===== src/rtl/btn_bounce_gen.sv =====
// btn_bounce_gen: mechanical push-button emulator.
// Takes a clean level request and produces a bouncing raw button waveform:
// one edge to the new level, then 0..2^PAIRS_W-1 away/back glitch pairs with
// pseudo-random spacing, then a fixed settle hold before a done pulse.
// Optional macro BTN_BOUNCE_GEN_TICK_EN adds a 'tick' strobe input; when it is
// defined the gap and settle counters advance only on tick cycles, otherwise
// they advance every clk cycle.
// The LFSR fields used must fit in 16 bits: GAP_W + PAIRS_W <= 16.
module btn_bounce_gen #(
   parameter logic [15:0] LFSR_SEED  = 16'hACE1,
   parameter int          GAP_W      = 12,
   parameter int          PAIRS_W    = 3,
   parameter int          SETTLE_CYC = 4096
) (
   input  logic clk,
   input  logic rst_n,
   input  logic start,
   input  logic level,
`ifdef BTN_BOUNCE_GEN_TICK_EN
   input  logic tick,
`endif
   output logic btn_out,
   output logic busy,
   output logic done
);

   localparam int          SW   = $clog2(SETTLE_CYC + 1);
   // An all-zero seed would lock the LFSR up, so it is replaced by 1.
   localparam logic [15:0] SEED = (LFSR_SEED == 16'h0000) ? 16'h0001 : LFSR_SEED;

   typedef enum logic [1:0] {IDLE, BOUNCE, SETTLE} state_t;

   state_t               state;
   logic [15:0]          lfsr;
   logic                 target;
   logic [PAIRS_W-1:0]   pairs;
   logic [GAP_W:0]       gap;       // one extra bit so 2^GAP_W is representable
   logic [SW-1:0]        settle;
   logic [GAP_W:0]       gap_load;
   logic [PAIRS_W-1:0]   pairs_load;
   logic                 unit;

`ifdef BTN_BOUNCE_GEN_TICK_EN
   assign unit = tick;
`else
   assign unit = 1'b1;
`endif

   // Gap is 1..2^GAP_W units; pair count is 0..2^PAIRS_W-1.
   assign gap_load   = {1'b0, lfsr[GAP_W+PAIRS_W-1:PAIRS_W]} + {{GAP_W{1'b0}}, 1'b1};
   assign pairs_load = lfsr[PAIRS_W-1:0];

   // Free-running Galois LFSR, x^16+x^14+x^13+x^11+1, advances every cycle.
   always_ff @(posedge clk or negedge rst_n) begin
      if (!rst_n)
         lfsr <= SEED;
      else
         lfsr <= {1'b0, lfsr[15:1]} ^ (lfsr[0] ? 16'hB400 : 16'h0000);
   end

   // Sequence FSM with registered button, busy and done outputs.
   always_ff @(posedge clk or negedge rst_n) begin
      if (!rst_n) begin
         state   <= IDLE;
         btn_out <= 1'b0;
         busy    <= 1'b0;
         done    <= 1'b0;
         target  <= 1'b0;
         pairs   <= '0;
         gap     <= '0;
         settle  <= '0;
      end else begin
         done <= 1'b0;
         case (state)
            IDLE: begin
               if (start) begin
                  busy   <= 1'b1;
                  target <= level;
                  settle <= SW'(SETTLE_CYC);
                  if (level != btn_out) begin
                     // First edge lands directly on the target level.
                     btn_out <= level;
                     pairs   <= pairs_load;
                     gap     <= gap_load;
                     state   <= (pairs_load != '0) ? BOUNCE : SETTLE;
                  end else begin
                     state <= SETTLE;
                  end
               end
            end
            BOUNCE: begin
               if (unit) begin
                  if (gap == (GAP_W+1)'(1)) begin
                     btn_out <= ~btn_out;
                     gap     <= gap_load;
                     // A toggle from the away level completes one glitch pair.
                     if (btn_out != target) begin
                        pairs <= pairs - PAIRS_W'(1);
                        if (pairs == PAIRS_W'(1)) begin
                           settle <= SW'(SETTLE_CYC);
                           state  <= SETTLE;
                        end
                     end
                  end else begin
                     gap <= gap - (GAP_W+1)'(1);
                  end
               end
            end
            SETTLE: begin
               if (unit) begin
                  settle <= settle - SW'(1);
                  if (settle == SW'(1)) begin
                     done  <= 1'b1;
                     busy  <= 1'b0;
                     state <= IDLE;
                  end
               end
            end
            default: state <= IDLE;
         endcase
      end
   end

endmodule


===== config.mk =====
export PLATFORM = sky130hd
export DESIGN_NAME = btn_bounce_gen
export DESIGN_NICKNAME = d
export VERILOG_FILES = /design/src/rtl/btn_bounce_gen.sv
export SDC_FILE = /design/constraint.sdc
export NUM_CORES = 1
export LEC_CHECK = 0
export ABC_AREA = 1
export ABC_CLOCK_PERIOD_IN_PS = 1270
export CAP_MARGIN = 10
export CORE_MARGIN = 2
export CORE_UTILIZATION = 56
export DETAILED_ROUTE_END_ITERATION = 7
export PLACE_DENSITY = 0.85
export SYNTH_ARGS = -nofsm -noshare
export SYNTH_HDL_FRONTEND = slang
export SYNTH_SLANG_ARGS = --single-unit

===== constraint.sdc =====
create_clock -name clk -period 1.27 [get_ports clk]
set_input_delay 0.254 -clock clk [delete_from_list [all_inputs] [get_ports clk]]
set_output_delay 0.254 -clock clk [all_outputs]
set_load 0.05 [all_outputs]

After elaboration in Yosys (flattened, before gate mapping)
Cells that the tools add are included.
{"block": "totals", "register_bits": 51, "in_bits": 4, "output_inout_bits": 3, "elab_cells": 72}
{"block": "classes", "add_sub_neg": 4, "eq_ne": 13, "n_mux": 32, "n_bitwise": 2, "reduce_logical": 12}
{"op": "$mux 13", "count": 7}
{"op": "$pmux 13 s3", "count": 1}
{"op": "$eq 13x1->1 const B", "count": 2}
{"op": "$pmux 13 s2", "count": 1}
{"op": "$sub 13x1->13 const B", "count": 2}
{"op": "$mux 16", "count": 1}
{"op": "$xor 15x16->16", "count": 1}
{"op": "$reduce_and 5->1", "count": 3}
{"op": "$mux 2", "count": 7}
{"op": "$add 12x1->13 const B", "count": 1}
{"op": "$mux 3", "count": 4}
{"op": "$ne 2x2->1 const B", "count": 6}
{"op": "$mux 1", "count": 7}
{"op": "$pmux 2 s3", "count": 1}
{"op": "$pmux 3 s2", "count": 1}
{"op": "$reduce_and 3->1", "count": 2}
{"op": "$reduce_bool 3->1", "count": 2}
{"op": "$pmux 1 s2", "count": 2}
{"op": "$reduce_and 4->1", "count": 1}
{"op": "$reduce_bool 2->1", "count": 2}
{"op": "$eq 3x1->1 const B", "count": 1}
{"op": "$sub 3x1->3 const B", "count": 1}
{"op": "$eq 2x1->1 const B", "count": 1}
{"op": "$eq 2x2->1 const B", "count": 1}
{"op": "4 further kinds", "count": 5}

Longest topological paths before layout
{"block": "depth", "word_depth": 5, "depth_mapped": 11, "depth_no_buf": 10}

Worst setup path after synthesis
OpenSTA, ideal clock, no wires.
{"block": "synth_timing", "path_kind": "flip-flop to flip-flop", "from": "reg btn_out", "to": "reg gap[9]", "setup_ns": 0.124, "arrival_time_ns": 1.501, "required_time_ns": 1.146, "path_slack_ns": -0.355, "path_stages_with_launch": 9, "path_buffers": 1, "period_less_slack_ns": 1.625, "cell_sequence": "dfrtp_1 inv_1 nand2_1 nand4_1 nand2_8 inv_4 buf_6 nand2_1 nand3_1"}
{"block": "synth_via", "elab_chain_len": 3}
{"element": "start: declaration", "line": "22", "source": "output logic btn_out,"}
{"element": "start signal: assignment", "line": "82", "source": "btn_out <= level;"}
{"element": "start signal: assignment", "line": "94", "source": "btn_out <= ~btn_out;"}
{"element": "$ne 1x1->1", "line": "80", "source": "if (level != btn_out) begin"}
{"element": "$ne 2x2->1 (no line)"}
{"element": "$reduce_and 3->1 (no line)"}
{"element": "end signal: assignment", "line": "84", "source": "gap <= gap_load;"}
{"element": "end signal: assignment", "line": "95", "source": "gap <= gap_load;"}
{"element": "end signal: assignment", "line": "105", "source": "gap <= gap - (GAP_W+1)'(1);"}
{"element": "end: declaration", "line": "37", "source": "logic [GAP_W:0] gap;"}
Every way passes these cells.
A chain may end at the register's enable or synchronous reset.

Worst setup path after layout
{"block": "layout_timing", "from": "reg settle[1]", "to": "reg settle[5]"}
{"block": "layout_via", "elab_chain_len": 2}
{"element": "start: declaration", "line": "38", "source": "logic [SW-1:0] settle;"}
{"element": "start signal: assignment", "line": "79", "source": "settle <= SW'(SETTLE_CYC);"}
{"element": "start signal: assignment", "line": "100", "source": "settle <= SW'(SETTLE_CYC);"}
{"element": "start signal: assignment", "line": "111", "source": "settle <= settle - SW'(1);"}
{"element": "$sub 13x1->13", "line": "111"}
{"element": "$pmux 13 s3", "line": "74", "source": "case (state)"}
Every way passes these cells.

==> results.tsv <==
metric	value	unit
CTS tree	built	
maximum number of pins on one net before global-route repair	52	
number of endpoints failing setup at the final stage	36	
Synth area leader	dfrtp_1	
vias post-DR	3674	
synth-to-layout area growth	37.4	%
count of final hold-check violations	0	
type of the worst setup path	flop to flop	
routed wire length per instance	20.7	µm
area of the placeable core	5140	µm²
number of antenna violations at the first check in global routing	0	
clock buffer count from CTS	5	
unrepaired setup endpoints after global routing	true	
achievable frequency	555	MHz
area taken by flip-flops and latches	1290	µm²
post-placement cell count	550	
crit path DAT	1990	ps
Post-Synthesis Cell Area	3010	µm²
site row count	26	
Nets	507	
sum of internal, switching and leakage power	2.67	mW
critical path data required time	1460	ps
clock transition at the registers of the reported paths	110	ps
n_diodes	0	
gr ovfl total	0	
critical-path maximum fanout	2	
total global routing track utilization	31.0	%
most frequent cells in the layout	107 x nand2_1, 69 x buf_4, 44 x nand3_1	
Starting Density	58.6	%
I/O Pins	7	
most common library cell in the layout ignoring fill and taps	nand2_1	
via density per instance	6.48	
sequential cell area fraction in the yosys report	42.7	%
critical path endpoint category	flop	
clock tree sinks	51	
pins over their slew limit	0	
drt pass-1 iters	8	
gate count after technology mapping	406	
post-synthesis net count	417	
largest voltage drop on the vdd net	0.000510	V
final HPWL from detailed placement	5.33	mm
failing checks	DRC, setup timing	
final clock skew	20.8	ps
combined area of the multi-input logic cells	1700	µm²
FILL cells	264	
total of warnings raised by yosys	0	
max-capacitance violation count	0	
worst-skew pair later-pin latency	330	ps
Hold/Removal Path Class	flop to flop	
total wire length after detailed routing	11.7	mm
post-synthesis area per instance	7.42	µm²
clock buffer depth	2	
die area	5990	µm²
die span in x	77.4	µm
post-route cell area	4140	µm²
register bit total from synthesis	51	
non-filler cells, final	567	
count of input and output buffers	6	
drt drc	2	
Final Critical Period	1800	ps
DIE HEIGHT	77.4	µm
Placer Congestion	0.843	
Root Buffer Master	clkbuf_8	
fraction of synthesized cell area taken by the top area cell type	35.7	%
fraction of layout instances using a drive strength above 1	34.6	%
ratio of total power to cell area	646	nW/µm²
Static Leak	1.91	nW
DRC violation total after the first TritonRoute iteration	666	
final cycle utilization of the critical path	142	%
actual slew at the worst max-slew pin	443	ps
status	finished, violations left	
total number of H-tree levels	2	
global-route wire length before repair	14.7	mm
core utilization of the finished layout	80.6	%
count of different cell masters after synthesis	31	
biggest area contributors in the synthesized netlist	dfrtp_1 36%, nand2_1 16%, nand3_1 8.0%	
Post-DRT Antenna Nets	0	
crit path launch type	flop	
least setup slack across all paths after layout	-531	ps
Total Negative Setup Slacks	-9920	ps
headroom to the max-slew limit	70.2	%
vias in the first global route	3263	
total placed instance area	3690	µm²
synthesized netlist by cell type:
cell and count:
ha_1 7, o21ai_0 14, nand2_2 1, o22ai_1 1, nor2_4 2, o211ai_1 2, inv_2 1, nand2_1 132
buf_6 4, inv_4 2, dfstp_2 8, nor2_1 44, nand2_4 2, nor2_2 2, nor3_1 6, nand3_1 48
buf_8 1, nand3_2 2, dfrtp_1 43, nand3b_1 1, inv_1 48, o21ai_1 6, nand4_1 9, clkinv_1 1
xnor2_1 7, xor2_1 7, o21bai_1 1, nand2_8 1, buf_2 1, a21o_1 1, nand3_4 1
per-stage QoR:
step	hold slack, ps	setup WS, ps
after floorplan	-41.6	-160
after global placement	258	-377
after detailed placement	276	-447
after CTS	410	-258
after global routing	429	-496
final	415	-531
cells by family (layout without fill, tap and decap cells):
logic type	count (synthesis)	in the layout	share of synthesized area, %
AND/OR/NAND/NOR	251	252	37.0
adder cells (fa/ha/maj)	7	7	2.91
buffers and inverters	58	148	8.80
flip-flops	51	51	42.7
AO/OA/AOI/OAI	25	25	4.53
XOR/XNOR	14	14	4.07
layer usage:
layer | global-route usage (%) | vias up | wire length (µm)
li1 | - | 1467 | -
met1 | 35.5 | 1653 | 3940
met2 | 53.8 | 407 | 5200
met3 | 6.28 | 147 | 1460
met4 | 18.0 | 0 | 1140
met5 | 0 | - | 0
cell type report:
cell class,count,share of cell area (%)
inverters,52,4.95
repair buffers,88,18.8
multi-input cells,298,41.0
well taps,70,2.11
clock inverters,2,0.332
flip-flops and latches,51,31.1
clock buffers,6,1.75
flip-flops by register name, indices dropped and copies added (netlist names):
name / cells
lfsr: 16
gap: 13
settle: 13
pairs: 3
state: 2
btn_out: 1
busy: 1
done: 1
target: 1
worst max-delay path: stages, from the launching register on:
cell,delay (ps)
dfrtp_1,420
buf_4,160
nor3_1,400
nand3_1,200
xor2_1,210
o21ai_1,280
power by group:
part           internal, mW  total, mW  switching, mW
logic                0.0185     0.0611         0.0425
clock network         0.391      0.989          0.598
registers              1.62       1.62              0
total                  2.03       2.67          0.640
timing repair:
| item | CTS | global route |
|---|---|---|
| cloned | 1 | 1 |
| endpoints found under the setup margin | 35 | 36 |
| resized for setup | 30 | 56 |
| hold buffers | 1 | 0 |
| pin swaps | 5 | 15 |
| setup buffers | 2 | 4 |
| hold endpoints to repair | 43 | 0 |
path summary, 6_finish.rpt:
kind	from	end	slack (ps)	depth (start not counted)
max	settle[1]$_DFFE_PN0P_	settle[5]$_DFFE_PN0P_	-530	5
min	lfsr[10]$_DFF_PN1_	lfsr[9]$_DFF_PN0_	420	0
max reg2reg	settle[1]$_DFFE_PN0P_	settle[5]$_DFFE_PN0P_	-530	5
min reg2reg	lfsr[10]$_DFF_PN1_	lfsr[9]$_DFF_PN0_	420	0
max in group asynchronous	rst_n	lfsr[13]$_DFF_PN1_	460	3
min in group asynchronous	rst_n	settle[10]$_DFFE_PN0P_	500	3
Note: power is estimated with default switching activity, not from simulation.
==> variant (same settings) <==
Re-encode `state_t` (3 states) as one-hot, 3 bits wide.
--- a/src/rtl/btn_bounce_gen.sv
+++ b/src/rtl/btn_bounce_gen.sv
@@ -28,7 +28,7 @@
    // An all-zero seed would lock the LFSR up, so it is replaced by 1.
    localparam logic [15:0] SEED = (LFSR_SEED == 16'h0000) ? 16'h0001 : LFSR_SEED;
 
-   typedef enum logic [1:0] {IDLE, BOUNCE, SETTLE} state_t;
+   typedef enum logic [2:0] {IDLE = 3'b001, BOUNCE = 3'b010, SETTLE = 3'b100} state_t;
 
    state_t               state;
    logic [15:0]          lfsr;
Behaviour: no difference found for any inputs over 10 cycles, from zero or initial values and one cycle with rst_n low; not proved beyond that.
==> variant against the unedited design <==
- clock skew down 0.014 ns
- largest cell class unchanged
- sequential cell count up 1
- count of clock-buffer cells in the layout down 1
- the run still ends with design-rule violations, negative setup slack left
- first-iteration DRC count up 40%
- critical path depth up 6
- wire length up 33%
- area after synthesis up 1.4%
- via count up 12%
- design area up 12%
- critical path type unchanged
- worst setup slack worse by 0.13 ns
- worst hold slack worse by 0.015 ns
Power is not compared: it rests on default switching activity, and its combinational part moved more than twofold at a synthesized area within 25%.
==> variant: results (changes against the unedited design) <==
register area share after synthesis -> 43.0% (was 42.7%)
DP Area -> 3890 sq um (was 3690 sq um)
list of most frequent post-synthesis cells -> 152 x nand2_1, 48 x nand3_1, 43 x dfrtp_1 (was 132 x nand2_1, 48 x inv_1, 48 x nand3_1)
Setup WS post-layout -> -0.659 ns (was -0.531 ns)
# DRC -> 57 (was 2)
worst r2r src -> gap[5]$_DFFE_PN0P_ (was settle[1]$_DFFE_PN0P_)
slew margin rel. -> 72.0% (was 70.2%)
highest routed layer -> met4 (unchanged)
Cells after DPL -> 564 (was 550)
Post-Syn Nets -> 428 (was 417)
grt met1 use -> 43.6% (was 35.5%)
HPWL Detailed -> 5610 um (was 5330 um)
fin nets -> 537 (was 507)
met3 WL -> 2320 um (was 1460 um)
clock root cell -> clkbuf_8 (unchanged)
top flop regs -> lfsr (16), gap (13), settle (13) (unchanged)
failing checks -> design-rule violations, negative setup slack (unchanged)
Placer Congestion -> 0.875 (was 0.843)
DRC violation total after the first TritonRoute iteration -> 931 (was 666)
GRT Total Usage -> 39.5% (was 31.0%)
GR Util met2 -> 66.6% (was 53.8%)
dominant cells by area after synthesis -> dfrtp_1 35%, nand2_1 19%, nand3_1 7.9% (was dfrtp_1 36%, nand2_1 16%, nand3_1 8.0%)
WL per Instance -> 26.1 um (was 20.7 um)
M1 WL -> 4690 um (was 3940 um)
final setup fails -> 37 (was 36)
met2 wire len -> 6550 um (was 5200 um)
setup slack after placement -> -0.457 ns (was -0.447 ns)
Reg2Reg Capture Point -> gap[3]$_DFFE_PN0P_ (was settle[5]$_DFFE_PN0P_)
met3 Usage GRT -> 8.84% (was 6.28%)
Hold Path End -> lfsr[5]$_DFF_PN1_ (was lfsr[9]$_DFF_PN0_)
worst reg-to-reg path cell count -> 11 (was 5)
peak supply drop -> 0.00146 V
hold path start -> lfsr[6]$_DFF_PN1_ (was lfsr[10]$_DFF_PN1_)
post_cts resized -> 50 (was 30)
first-pass GRT wire length -> 18,500 um (was 14,700 um)
layout cells sized above 1 -> 43.6% (was 34.6%)
status -> finished, violations left (unchanged)
crit-path max FO -> 7 (was 2)
Max stage delay on crit path -> 0.42 ns (about the same)
Cell variety after synth -> 32 (was 31)
crit path DAT -> 2.11 ns (was 1.99 ns)
worst hold slack -> 0.400 ns (was 0.415 ns)
cells after synthesis -> 417 (was 406)
vias in the first global route -> 3,715 (was 3,263)
Setup Skew -> 0.00683 ns (was 0.0208 ns)
initial antenna violation count -> 1 (was 0)
vias per cell -> 6.92 (was 6.48)
==> variant: changes by cell type after synthesis, moves of 3 or more <==
cell | before | now
nand2_1 | 132 | 152
a21oi_1 | 0 | 4
inv_1 | 48 | 41
nand2_2 | 1 | 4
xnor2_1 | 7 | 4
xor2_1 | 7 | 13
o21ai_0 | 14 | 11
nor2_1 | 44 | 40
nor3_1 | 6 | 1
==> variant: worst max-delay path by stage <==
stage | from | to | slack [ns] | depth (start not counted)
6_report | gap[5]$_DFFE_PN0P_ | gap[3]$_DFFE_PN0P_ | -0.66 | 11
3_5_place_dp | level | pairs[0]$_DFFE_PN0P_ | -0.46 | 9
5_1_grt | gap[1]$_DFFE_PN0P_ | gap[3]$_DFFE_PN0P_ | -0.79 | 12
3_3_place_gp | level | pairs[0]$_DFFE_PN0P_ | -0.36 | 9
2_1_floorplan | state[0]$_DFFE_PN1P_ | settle[7]$_DFFE_PN0P_ | -0.20 | 10
4_1_cts | gap[1]$_DFFE_PN0P_ | gap[6]$_DFFE_PN0P_ | -0.29 | 12
==> variant: cell families after synthesis <==
kind of cell | count (synthesis) | share of synthesized area [%]
flip-flops | 52 | 43.0
AND/OR/NAND/NOR | 268 | 38.5
adder cells (fa/ha/maj) | 7 | 2.87
AO/OA/AOI/OAI | 22 | 3.81
XOR/XNOR | 17 | 4.87
buffers and inverters | 51 | 7.00
==> variant: final cells by class <==
cell class / count / area, sq um
multi-input combinational: 315 / 1960
inverter: 44 / 173
tap: 70 / 87.6
sequential: 52 / 1320
fill: 166 / 541
clock inverter: 3 / 42.5
clock buffer: 5 / 68.8
timing repair buffer: 108 / 988
